## src/rtl/mod_div_pkg.sv

```systemverilog
// Shared types and constants for the sequential restoring divider.
package mod_div_pkg;

    typedef enum logic [1:0] {
        IDLE = 2'd0,
        RUN  = 2'd1,
        DONE = 2'd2
    } state_t;

    localparam int MAX_WIDTH = 64;

    // Quotient reported on divide-by-zero; sliced to WIDTH at the use site.
    localparam logic [MAX_WIDTH-1:0] DIVZERO_Q = '1;

    function automatic int cnt_width(input int width);
        return $clog2(width);
    endfunction

endpackage

```

## src/rtl/mod_div_seq_if.sv

```systemverilog
// Start/busy/done handshake and operand/result bus of the divider.
interface mod_div_seq_if #(
    parameter int WIDTH     = 8,
    parameter int DIV_WIDTH = 8
);
    logic                 start;
    logic [WIDTH-1:0]     dividend;
    logic [DIV_WIDTH-1:0] divisor;
    logic                 busy;
    logic                 done;
    logic [WIDTH-1:0]     quotient;
    logic [DIV_WIDTH-1:0] remainder;
    logic                 div_by_zero;

    modport master (
        output start, dividend, divisor,
        input  busy, done, quotient, remainder, div_by_zero
    );

    modport slave (
        input  start, dividend, divisor,
        output busy, done, quotient, remainder, div_by_zero
    );
endinterface

```

## src/rtl/mod_div_step.sv

```systemverilog
// One combinational restoring-division step: shift in a bit, subtract if it fits.
module mod_div_step #(
    parameter int DIV_WIDTH = 8
) (
    input  logic [DIV_WIDTH-1:0] rem_in,
    input  logic                 bit_in,
    input  logic [DIV_WIDTH-1:0] divisor,
    output logic [DIV_WIDTH-1:0] rem_out,
    output logic                 q_bit
);
    logic [DIV_WIDTH:0]   partial;
    logic [DIV_WIDTH-1:0] diff;

    always_comb begin
        partial = {rem_in, bit_in};
        // Low bits of the subtraction are exact whenever the subtraction is taken.
        diff    = partial[DIV_WIDTH-1:0] - divisor;
        q_bit   = (partial >= {1'b0, divisor});
        rem_out = q_bit ? diff : partial[DIV_WIDTH-1:0];
    end
endmodule

```

## src/rtl/mod_div_seq.sv

```systemverilog
// Sequential unsigned divider: one restoring step per clock, quotient and remainder
// published together with a one-cycle done pulse.
module mod_div_seq
    import mod_div_pkg::*;
#(
    parameter int WIDTH     = 8,
    parameter int DIV_WIDTH = 8
) (
    input  logic          clock,
    input  logic          reset,
    mod_div_seq_if.slave  bus
);
    localparam int CW = cnt_width(WIDTH);

    state_t               state;
    logic [CW-1:0]        count;
    logic [WIDTH-1:0]     shreg;      // dividend bits out at the top, quotient bits in at the bottom
    logic [DIV_WIDTH-1:0] prem;
    logic [DIV_WIDTH-1:0] dvsr;
    logic [DIV_WIDTH-1:0] rem_next;
    logic                 q_bit;

    mod_div_step #(.DIV_WIDTH(DIV_WIDTH)) u_step (
        .rem_in  (prem),
        .bit_in  (shreg[WIDTH-1]),
        .divisor (dvsr),
        .rem_out (rem_next),
        .q_bit   (q_bit)
    );

    // NOTE: every register here is a plain flop (no memory array), so all of them are
    // cleared by the async reset; state updates use non-blocking assignments only.
    always_ff @(posedge clock or posedge reset) begin
        if (reset) begin
            state           <= IDLE;
            count           <= '0;
            shreg           <= '0;
            prem            <= '0;
            dvsr            <= '0;
            bus.busy        <= 1'b0;
            bus.done        <= 1'b0;
            bus.quotient    <= '0;
            bus.remainder   <= '0;
            bus.div_by_zero <= 1'b0;
        end else begin
            bus.done <= 1'b0;
            case (state)
                IDLE, DONE: begin
                    if (bus.start) begin
                        shreg <= bus.dividend;
                        dvsr  <= bus.divisor;
                        prem  <= '0;
                        if (bus.divisor == '0) begin
                            state           <= DONE;
                            bus.busy        <= 1'b0;
                            bus.done        <= 1'b1;
                            bus.quotient    <= DIVZERO_Q[WIDTH-1:0];
                            bus.remainder   <= bus.dividend[DIV_WIDTH-1:0];
                            bus.div_by_zero <= 1'b1;
                        end else begin
                            state    <= RUN;
                            count    <= CW'(WIDTH - 1);
                            bus.busy <= 1'b1;
                        end
                    end else begin
                        state <= IDLE;
                    end
                end
                RUN: begin
                    shreg <= {shreg[WIDTH-2:0], q_bit};
                    prem  <= rem_next;
                    if (count == '0) begin
                        state           <= DONE;
                        bus.busy        <= 1'b0;
                        bus.done        <= 1'b1;
                        bus.quotient    <= {shreg[WIDTH-2:0], q_bit};
                        bus.remainder   <= rem_next;
                        bus.div_by_zero <= 1'b0;
                    end else begin
                        count <= count - CW'(1);
                    end
                end
                default: begin
                    state    <= IDLE;
                    bus.busy <= 1'b0;
                end
            endcase
        end
    end
endmodule

```

## src/flat_wrapper.sv

```systemverilog
// flat-port wrapper written by rule: the top's interface ports become plain ports
module mod_div_seq_flat import mod_div_pkg::*;
#(
    parameter int WIDTH     = 8,
    parameter int DIV_WIDTH = 8
)
  (clock, reset, bus_start, bus_dividend, bus_divisor, bus_busy, bus_done, bus_quotient, bus_remainder, bus_div_by_zero);
  mod_div_seq_if #(.WIDTH(WIDTH), .DIV_WIDTH(DIV_WIDTH)) bus_i ();
  input  logic clock;
  input  logic reset;
  input wire logic [$bits(bus_i.start)-1:0] bus_start;
  input wire logic [$bits(bus_i.dividend)-1:0] bus_dividend;
  input wire logic [$bits(bus_i.divisor)-1:0] bus_divisor;
  output wire logic [$bits(bus_i.busy)-1:0] bus_busy;
  output wire logic [$bits(bus_i.done)-1:0] bus_done;
  output wire logic [$bits(bus_i.quotient)-1:0] bus_quotient;
  output wire logic [$bits(bus_i.remainder)-1:0] bus_remainder;
  output wire logic [$bits(bus_i.div_by_zero)-1:0] bus_div_by_zero;
  assign bus_i.start = bus_start;
  assign bus_i.dividend = bus_dividend;
  assign bus_i.divisor = bus_divisor;
  assign bus_busy = bus_i.busy;
  assign bus_done = bus_i.done;
  assign bus_quotient = bus_i.quotient;
  assign bus_remainder = bus_i.remainder;
  assign bus_div_by_zero = bus_i.div_by_zero;
  mod_div_seq #(.WIDTH(WIDTH), .DIV_WIDTH(DIV_WIDTH)) u_core (.clock(clock), .reset(reset), .bus(bus_i));
endmodule
```

## config.mk

```make
export PLATFORM = sky130hd
export DESIGN_NAME = mod_div_seq_flat
export DESIGN_NICKNAME = d
export VERILOG_FILES = /design/src/rtl/mod_div_pkg.sv /design/src/rtl/mod_div_seq_if.sv /design/src/rtl/mod_div_step.sv /design/src/rtl/mod_div_seq.sv /design/src/flat_wrapper.sv
export SDC_FILE = /design/constraint.sdc
export NUM_CORES = 1
export LEC_CHECK = 0
export ABC_CLOCK_PERIOD_IN_PS = 6050
export CORE_ASPECT_RATIO = 0.6
export CORE_UTILIZATION = 55
export DETAILED_ROUTE_END_ITERATION = 10
export GPL_ROUTABILITY_DRIVEN = 0
export PLACE_DENSITY_LB_ADDON = 0.3
export SYNTH_ARGS = -nofsm -noshare
export SYNTH_HDL_FRONTEND = slang
export SYNTH_SLANG_ARGS = --single-unit
```

## constraint.sdc

```tcl
create_clock -name clock -period 6.05 [get_ports clock]
set_input_delay 1.21 -clock clock [delete_from_list [all_inputs] [get_ports clock]]
set_output_delay 1.21 -clock clock [all_outputs]
set_load 0.03 [all_outputs]
```

Word level (Yosys, flattened, before mapping)
Index checks and enable logic that the tools add are counted.
- register bits: 48
- latch bits: 0
- bits in writable memories: 0
- memory bits (read-only): 0
- input port bits: 19
- output and inout port bits: 19
- logic and storage cells: 62
- memories kept: 0
- $add $sub $neg: 2
- multipliers: 0
- div/mod/pow operators: 0
- $lt $le $gt $ge: 1
- equality and inequality tests: 7
- shift-type cells: 0
- muxes and demuxes: 32
- bitwise gates (word level): 0
- reduce and logical (&&, ||, !) cells: 10
- operators with widths (operator ; number):
    8-bit two-way mux ; 9
    8-bit case mux with 2 select lines ; 4
    9-bit by 8-bit greater-or-equal comparator with 1-bit output ; 1
    3-bit two-way mux ; 3
    8-bit zero test ; 1
    1-bit two-way mux ; 8
    4-bit AND reduction ; 2
    8-bit subtractor ; 1
    2-bit two-way mux ; 3
    2-bit != test, second input constant ; 3
    1-bit case mux with 2 select lines ; 3
    3-bit case mux with 2 select lines ; 1
    2-bit AND reduction ; 3
    2-bit by 1-bit != test with 1-bit output, second input constant ; 2
    2-bit case mux with 2 select lines ; 1
    3-bit zero test ; 1
    3-bit by 1-bit subtractor with 3-bit output, second input constant ; 1
    2-bit by 1-bit == test with 1-bit output, second input constant ; 1
    2-bit == test, second input constant ; 1
    2-bit zero test ; 1
    2-bit nonzero test ; 1
    2-bit OR reduction ; 1

Logic depth before layout (Yosys ltp)
- word-level depth: 4
- gate-level depth with buffers: 9
- mapped depth without buffers: 8

Cells and area by module
A second synthesis with hierarchy kept.
- cell total of the unflattened synthesis: 252
- area, all modules: 2534.9 um2
- by module, submodules not included (module ; instances ; cells an instance ; area an instance (um2) ; seq. area each (um2)):
    mod_div_seq ; 1 ; 183 ; 2014.4 ; 1201.2
    mod_div_step ; 1 ; 69 ; 520.5 ; 0.0

Worst setup path after synthesis
No wires, ideal clock.
- path type: input to register
- start point: input bus_divisor[0]
- end point: register u_core.bus.remainder[2]
- library setup time: 128 ps
- arrival: 2272 ps
- required time: 5922 ps
- path slack: 3649 ps
- stages on the path: 6
- path buffers: 1
- cells stage by stage: nor4_2 a31o_1 buf_2 a21boi_1 a21oi_1 a21boi_1
- word-level cells in the longest chain between the ends: 3
- ends and longest elaborated chain (what ; RTL line ; text):
    start: declaration ; flat_wrapper.sv:13 ; input wire logic [$bits(bus_i.divisor)-1:0] bus_divisor;
    8-bit zero test ; mod_div_seq.sv:53 ; if (bus.divisor == '0) begin
    2-bit by 1-bit != test with 1-bit output (no line) ; -- ;
    4-bit AND reduction (no line) ; -- ;
    end signal: assignment ; mod_div_seq.sv:58 ; bus.remainder <= bus.dividend[DIV_WIDTH-1:0];
    end signal: assignment ; mod_div_seq.sv:77 ; bus.remainder <= rem_next;
    end: declaration ; mod_div_seq_if.sv:22 ; output busy, done, quotient, remainder, div_by_zero
Every way passes these cells.
A chain may end at the register's enable or synchronous reset.

Worst setup path after layout
Same ends and word-level chain as after synthesis.

==> out/results.ini <==
[pwr]
leakage_uw=0.001374
p_comb_share_pct=58.6
p_sw_share_pct=44.16
p_seq_share_pct=26.8
power_density_nw_per_um2=688.1
clkPwrFrac_pct=14.6
p_sw_uw=948.9
p_int_uw=1200
vdd_drop_max_mv=0.3730

[logic_synthesis]
synth_cell_types=52
synthAdderAreaFrac_pct=5.639
syn_inst=278
synth_compound_area_share_pct=21.58
synth_edf_count=0
synth_nets=308
synth.yosys.warnings=0
synthArstFlopShare_pct=100.0
yosysSeqAreaShare_pct=46.67
synth_top_family_by_area=compound AO/OA/AOI/OAI gates
yosys.area_share.xor_xnor_pct=0.6806
ys.flop_type=dfrtp_1
synth_seq_cells=48
synth_mux_area_share_pct=1.945
synth_area_um2=2574
synth-simple-area-share_pct=18.28
syn_avg_cell_area_um2=9.258

[floorplanning]
die_x_um=90.31
dieArea_um2=4966
start_util_pct=59.83
coreArea_um2=4302
num_rows=18
io_pins=38
die_height_um=54.99

[critical_path]
r2r_end=u_core.bus.remainder[2]
worst-path-max-fanout=34
worstSetupPathType=in2reg
rrSetupSlack_ns=3.55
reg2reg_depth=7
worstPathRequired_ns=6.24
start_kind=primary input
crit_path_start=bus_divisor[0]
end_kind=flip-flop
cp.arrival_ns=3.79
timing.rr.start=u_core.count[0]

[timing]
rsz0062_at_grt=no
timing.fmax_ghz=0.2779
period_needed_ns=3.599
finalHoldViolations=0
setup_slack_ns=2.451
tightest_slew_ns=1.105
setup_tns_ns=0
slew_violations=0
clock_skew_ns=0.006366
finalSetupViolCount=0
period_share_pct=59.49
timing.hold.ws_ns=0.5168
relSlewSlack_pct=26.33

[cts]
clk_root_buffer_cell=clkbuf_8
tritoncts=done
cts_hold_buf=0
cts_resized=0
clk_pin_slew_worst_paths_ns=0.09
h-tree-depth=2
numClockSinks=48
clock_latency_ns=0.30
cts_buffers=5
clock_path_buffers=2
cts_setup_buffers=0

[min_path]
hold_end=u_core.bus.remainder[4]
min-delay-start=u_core.bus.remainder[4]
hp-class=reg2reg
holdPathStages=1

[route]
drt_iter0_markers=128
wire_per_inst_um=15.91
drc=0
routed_wl_um=5903
vias=2140
drt_pass1_iterations=4
drtAntennaViolNets=0
vias_per_cell=5.768

[global_route]
first_global_vias=2044
antenna_found_initial=0
grt_max_degree=49
grt_overflow_total=0
grt_pass1_wl_um=9887
grt_use_total_pct=26.38

[placement]
place.detailed.hpwl_um=4196
detailed_place.area_um2=2964
dp_cells=363
port_buffers=37
dp_slack_ns=2.159

[layout]
layout.cells.non_filler=371
area_growth_pct=21.34
nets=340
fin_area_um2=3123
fill_cells=332
drive_gt1_share_pct=8.360
diodes=0

[run_status]
outcome=completed

[flow_run]
cap_violations=0

## placed cells by master (no fill, tap or decap), types with 5 or more instances in the layout
| cell type | instances |
|---|---|
| a21oi_1 | 16 |
| nor2_1 | 26 |
| nand2_1 | 47 |
| nor2b_1 | 5 |
| o21ai_0 | 14 |
| clkdlybuf4s50_1 | 37 |
| inv_1 | 16 |
| clkbuf_8 | 5 |
| mux2i_1 | 5 |
| ha_1 | 10 |
| a31oi_1 | 11 |
| o22a_1 | 5 |
| dfrtp_1 | 48 |
## cells by family after synthesis
| family | after synthesis |
|---|---|
| xor gates and xnor gates | 2 |
| DFF | 48 |
| and+or+nand+nor | 100 |
| AOI/OAI and AO/OA | 81 |
| adders and majority gates | 11 |
| muxes | 5 |
| buffers and inverters | 31 |
## cell usage after synthesis, types with 3 or more instances
cell | count | area (um^2)
inv_1 | 17 | 63.81
o21ai_0 | 14 | 70.07
nand3_1 | 4 | 20.02
o22a_1 | 5 | 43.79
nor2b_1 | 5 | 31.28
a31oi_1 | 11 | 68.82
buf_2 | 5 | 25.02
mux2i_1 | 5 | 50.05
nand2b_1 | 3 | 18.77
dfrtp_1 | 48 | 1201
ha_1 | 10 | 125.1
o21ai_1 | 4 | 20.02
a21o_1 | 4 | 30.03
a21oi_1 | 16 | 80.08
a211oi_1 | 3 | 22.52
nor2_1 | 26 | 97.59
clkbuf_1 | 6 | 22.52
nand2_1 | 47 | 176.4
## worst max-delay path: stages
cell and delay (ns):
clkdlybuf4s50_1 0.43, nor4_2 0.61, a31o_1 0.98, a21boi_1 0.31, a21oi_1 0.09, a21boi_1 0.14
## state kept, by name, summed over array words and instances (netlist names)
name and flops:
u_core.bus.busy 1, u_core.bus.div_by_zero 1, u_core.bus.done 1, u_core.bus.quotient 8
u_core.bus.remainder 8, u_core.count 3, u_core.dvsr 8, u_core.prem 8
u_core.shreg 8, u_core.state 2
## power by group through the flow
stage	Combinational [uW]	Sequential, uW	Clock [uW]
after CTS	1250	575	318
final	1260	576	314
after global routing	1390	594	332
after global placement	1200	574	0
after floorplan	814	677	0
after detailed placement	1240	578	0
## per-layer routing
| layer | global-route usage [%] | share of wire [%] |
|---|---|---|
| met1 | 36.07 | 48 |
| met2 | 41.98 | 43 |
| met3 | 7.240 | 7.4 |
| met4 | 8.065 | 1.2 |
| met5 | 0 | 0 |
## cell type report
| cell class | instances | area, um^2 | share of cell area (%) |
|---|---|---|---|
| Clock buffer | 5 | 68.82 | 2.204 |
| Clock inverter | 3 | 90.09 | 2.885 |
| Inverter | 17 | 63.81 | 2.043 |
| Multi-Input combinational cell | 199 | 1239 | 39.66 |
| Sequential cell | 48 | 1201 | 38.46 |
| Tap cell | 60 | 75.07 | 2.404 |
| Timing Repair Buffer | 39 | 385.4 | 12.34 |
## metrics by stage
stage | power (uW) | util [%]
floorplan | 1491 | -
global placement | 1774 | 68.91
detailed placement | 1822 | 68.91
CTS | 2146 | 72.60
global route | 2320 | 72.60
finish | 2149 | 72.60
## worst max-delay path by stage
| stage | cells past startpoint | endpoint | slack (ns) |
|---|---|---|---|
| floorplan | 6 | u_core.bus.remainder[2] | 3.65 |
| global placement | 6 | u_core.bus.remainder[2] | 2.26 |
| detailed placement | 6 | u_core.bus.remainder[2] | 2.16 |
| CTS | 6 | u_core.bus.remainder[2] | 2.49 |
| global route | 6 | u_core.bus.remainder[2] | 2.24 |
| finish | 6 | u_core.bus.remainder[2] | 2.45 |
Power figures use the tool's default switching activity.
==> RTL edit, RTL diff (config.mk and constraints unchanged) <==
Encoding of `state_t`: now one-hot (3 bits for 3 states).
--- a/src/rtl/mod_div_pkg.sv
+++ b/src/rtl/mod_div_pkg.sv
@@ -3,6 +3,6 @@
 
-    typedef enum logic [1:0] {
-        IDLE = 2'd0,
-        RUN  = 2'd1,
-        DONE = 2'd2
+    typedef enum logic [2:0] {
+        IDLE = 3'b001,
+        RUN  = 3'b010,
+        DONE = 3'b100
     } state_t;
Check against the original RTL: same outputs for any inputs over 4 cycles, from zero or initial values and one cycle with reset high; so few cycles prove little.
==> RTL edit against the unedited design <==
- final cell count decreased by 2.7%
- setup slack improved by 500 ps
- sequential cell count up 1
- clock skew decreased by 1.9 ps
- sequential power down 11%
- global-route usage shrank 1.4 points
- combinational power fell by 36%
- cell area shrank 0.60%
- routed wire length is 0.30% lower
- total power is 30% lower
- synthesized area is 1.3% higher
- non-clock buffer count grew 1
- critical path depth increased by 1
- register-to-register slack better by 120 ps
- critical path type unchanged
- largest cell class unchanged
- largest power group unchanged
==> RTL edit: results (changes against the unedited design) <==
** GRT
- Wire length of the first global-routing pass :: 9.763 mm (was 9.887 mm)
- The pin count of the biggest net entering global routing is 50 (was 49).
- The number of global-route vias before repair is 1996 (was 2044).

** Synthesis
- The number of nets in the synthesized netlist came to 291 (was 308).
- The cell count after synthesis came to 261 (was 278).
- The fraction of the yosys area taken by sequential cells was 47.10% (was 46.67%).
- Multiplexer area fraction after synthesis :: 6.241% (was 1.945%)
- Post-synth top cells :: 48 x sky130_fd_sc_hd__dfrtp_1, 28 x sky130_fd_sc_hd__nand2_1, 28 x sky130_fd_sc_hd__o21ai_0 (was 48 x sky130_fd_sc_hd__dfrtp_1, 47 x sky130_fd_sc_hd__nand2_1, 26 x sky130_fd_sc_hd__nor2_1)
- The synthesized-area fraction occupied by xor and xnor cells is 1.008% (was 0.6806%).

** Placed design
- HPWL Detailed :: 4.265 mm (was 4.196 mm)

** Routing
- The total wirelength of the detailed-routed design came to 5.885 mm (was 5.903 mm).
- The routed length per instance was 16.30 um (was 15.91 um).

** Timing
- The transition at the pin with the smallest max-transition slack was 994.0 ps (was 1105 ps).
- Final worst clock skew :: 4.509 ps (was 6.366 ps)

** Worst hold path
- Terminating pin of the worst hold path :: u_core.count[0] (was u_core.bus.remainder[4])

** Worst setup path
- The register-to-register setup slack came to 3670 ps (was 3550 ps).
- Reg2Reg Depth :: 8 (was 7)
- Capture point of the worst reg-to-reg path :: u_core.bus.remainder[1] (was u_core.bus.remainder[2])
- The highest-delay cell along the critical path was sky130_fd_sc_hd__or4_4 (was sky130_fd_sc_hd__a31o_1).
- The maximum fanout along the worst path came to 15 (was 34).
- The data arrival time of the critical path is 3300 ps (was 3790 ps).

** Finish
- Share of cells above drive strength 1 :: 14.29% (was 8.360%)
- The count of nets after finishing is 330 (was 340).

** Pwr
- The maximum ir drop on the vdd rail was 0.2696 mV (was 0.3730 mV).
- The static leakage was 1.445 nW (was 1.374 nW).

** Status
- Status: finished, final reports clean (unchanged).
[RTL edit: kinds of logic (layout without fill, tap and decap cells)]
logic type	after synthesis	in the layout
and+or+nand+nor	86	86
buffers and inverters	29	69
muxes	16	16
adders and majority gates	11	11
xor gates and xnor gates	3	3
AOI/OAI and AO/OA	67	67
DFF	49	49
[RTL edit: layout make-up]
class	count	area share, %
clock inverters	2	0.3225
flip-flops and latches	49	39.54
multi-input cells	183	40.02
well taps	60	2.418
repair buffers	40	12.66
clock buffers	6	2.338
inverters	21	2.701
[RTL edit: routing by layer]
| metal | wire length (um) | vias up | GRT usage, % |
|---|---|---|---|
| met5 | 0 | - | 0 |
| met1 | 3026 | 988 | 37.81 |
| met2 | 2429 | 59 | 36.90 |
| met3 | 389 | 4 | 4.959 |
| met4 | 39 | 0 | 5.669 |
| li1 | - | 989 | - |
[RTL edit: metrics by stage]
| step | setup slack, ps | util [%] | hold WS [ps] | instance area (um2) | total power, mW |
|---|---|---|---|---|---|
| after floorplan | 3358 | - | 439.6 | 2606 | 1.101 |
| final | 2949 | 71.79 | 491.4 | 3104 | 1.510 |
| after global routing | 2780 | 71.79 | 529.3 | 3104 | 1.620 |
| after detailed placement | 2651 | 69.88 | 477.6 | 3022 | 1.314 |
| after global placement | 2731 | 69.88 | 454.0 | 3022 | 1.287 |
| after CTS | 2970 | 71.79 | 493.1 | 3104 | 1.502 |
[RTL edit: worst max-delay path, delay by kind of cell]
kind            cells  cell delay (ps)
compound gates      1              180
buf+inv             2              590
simple gates        4             1320
[RTL edit: worst max path at each step]
stage	depth (start not counted)	from	endpoint
finish	7	bus_divisor[0]	u_core.bus.remainder[2]
global route	7	bus_divisor[0]	u_core.bus.remainder[2]
CTS	7	bus_divisor[0]	u_core.bus.remainder[2]
detailed placement	7	bus_divisor[0]	u_core.bus.remainder[2]
global placement	7	bus_divisor[0]	u_core.bus.remainder[2]
floorplan	7	bus_divisor[0]	u_core.bus.quotient[0]
[RTL edit: power by group]
| group | internal (mW) | switching, mW | leakage [nW] | total, mW |
|---|---|---|---|---|
| Sequential | 0.434 | 0.0776 | 0.625 | 0.512 |
| Combinational | 0.342 | 0.467 | 0.775 | 0.809 |
| Clock | 0.0803 | 0.108 | 0.0450 | 0.188 |
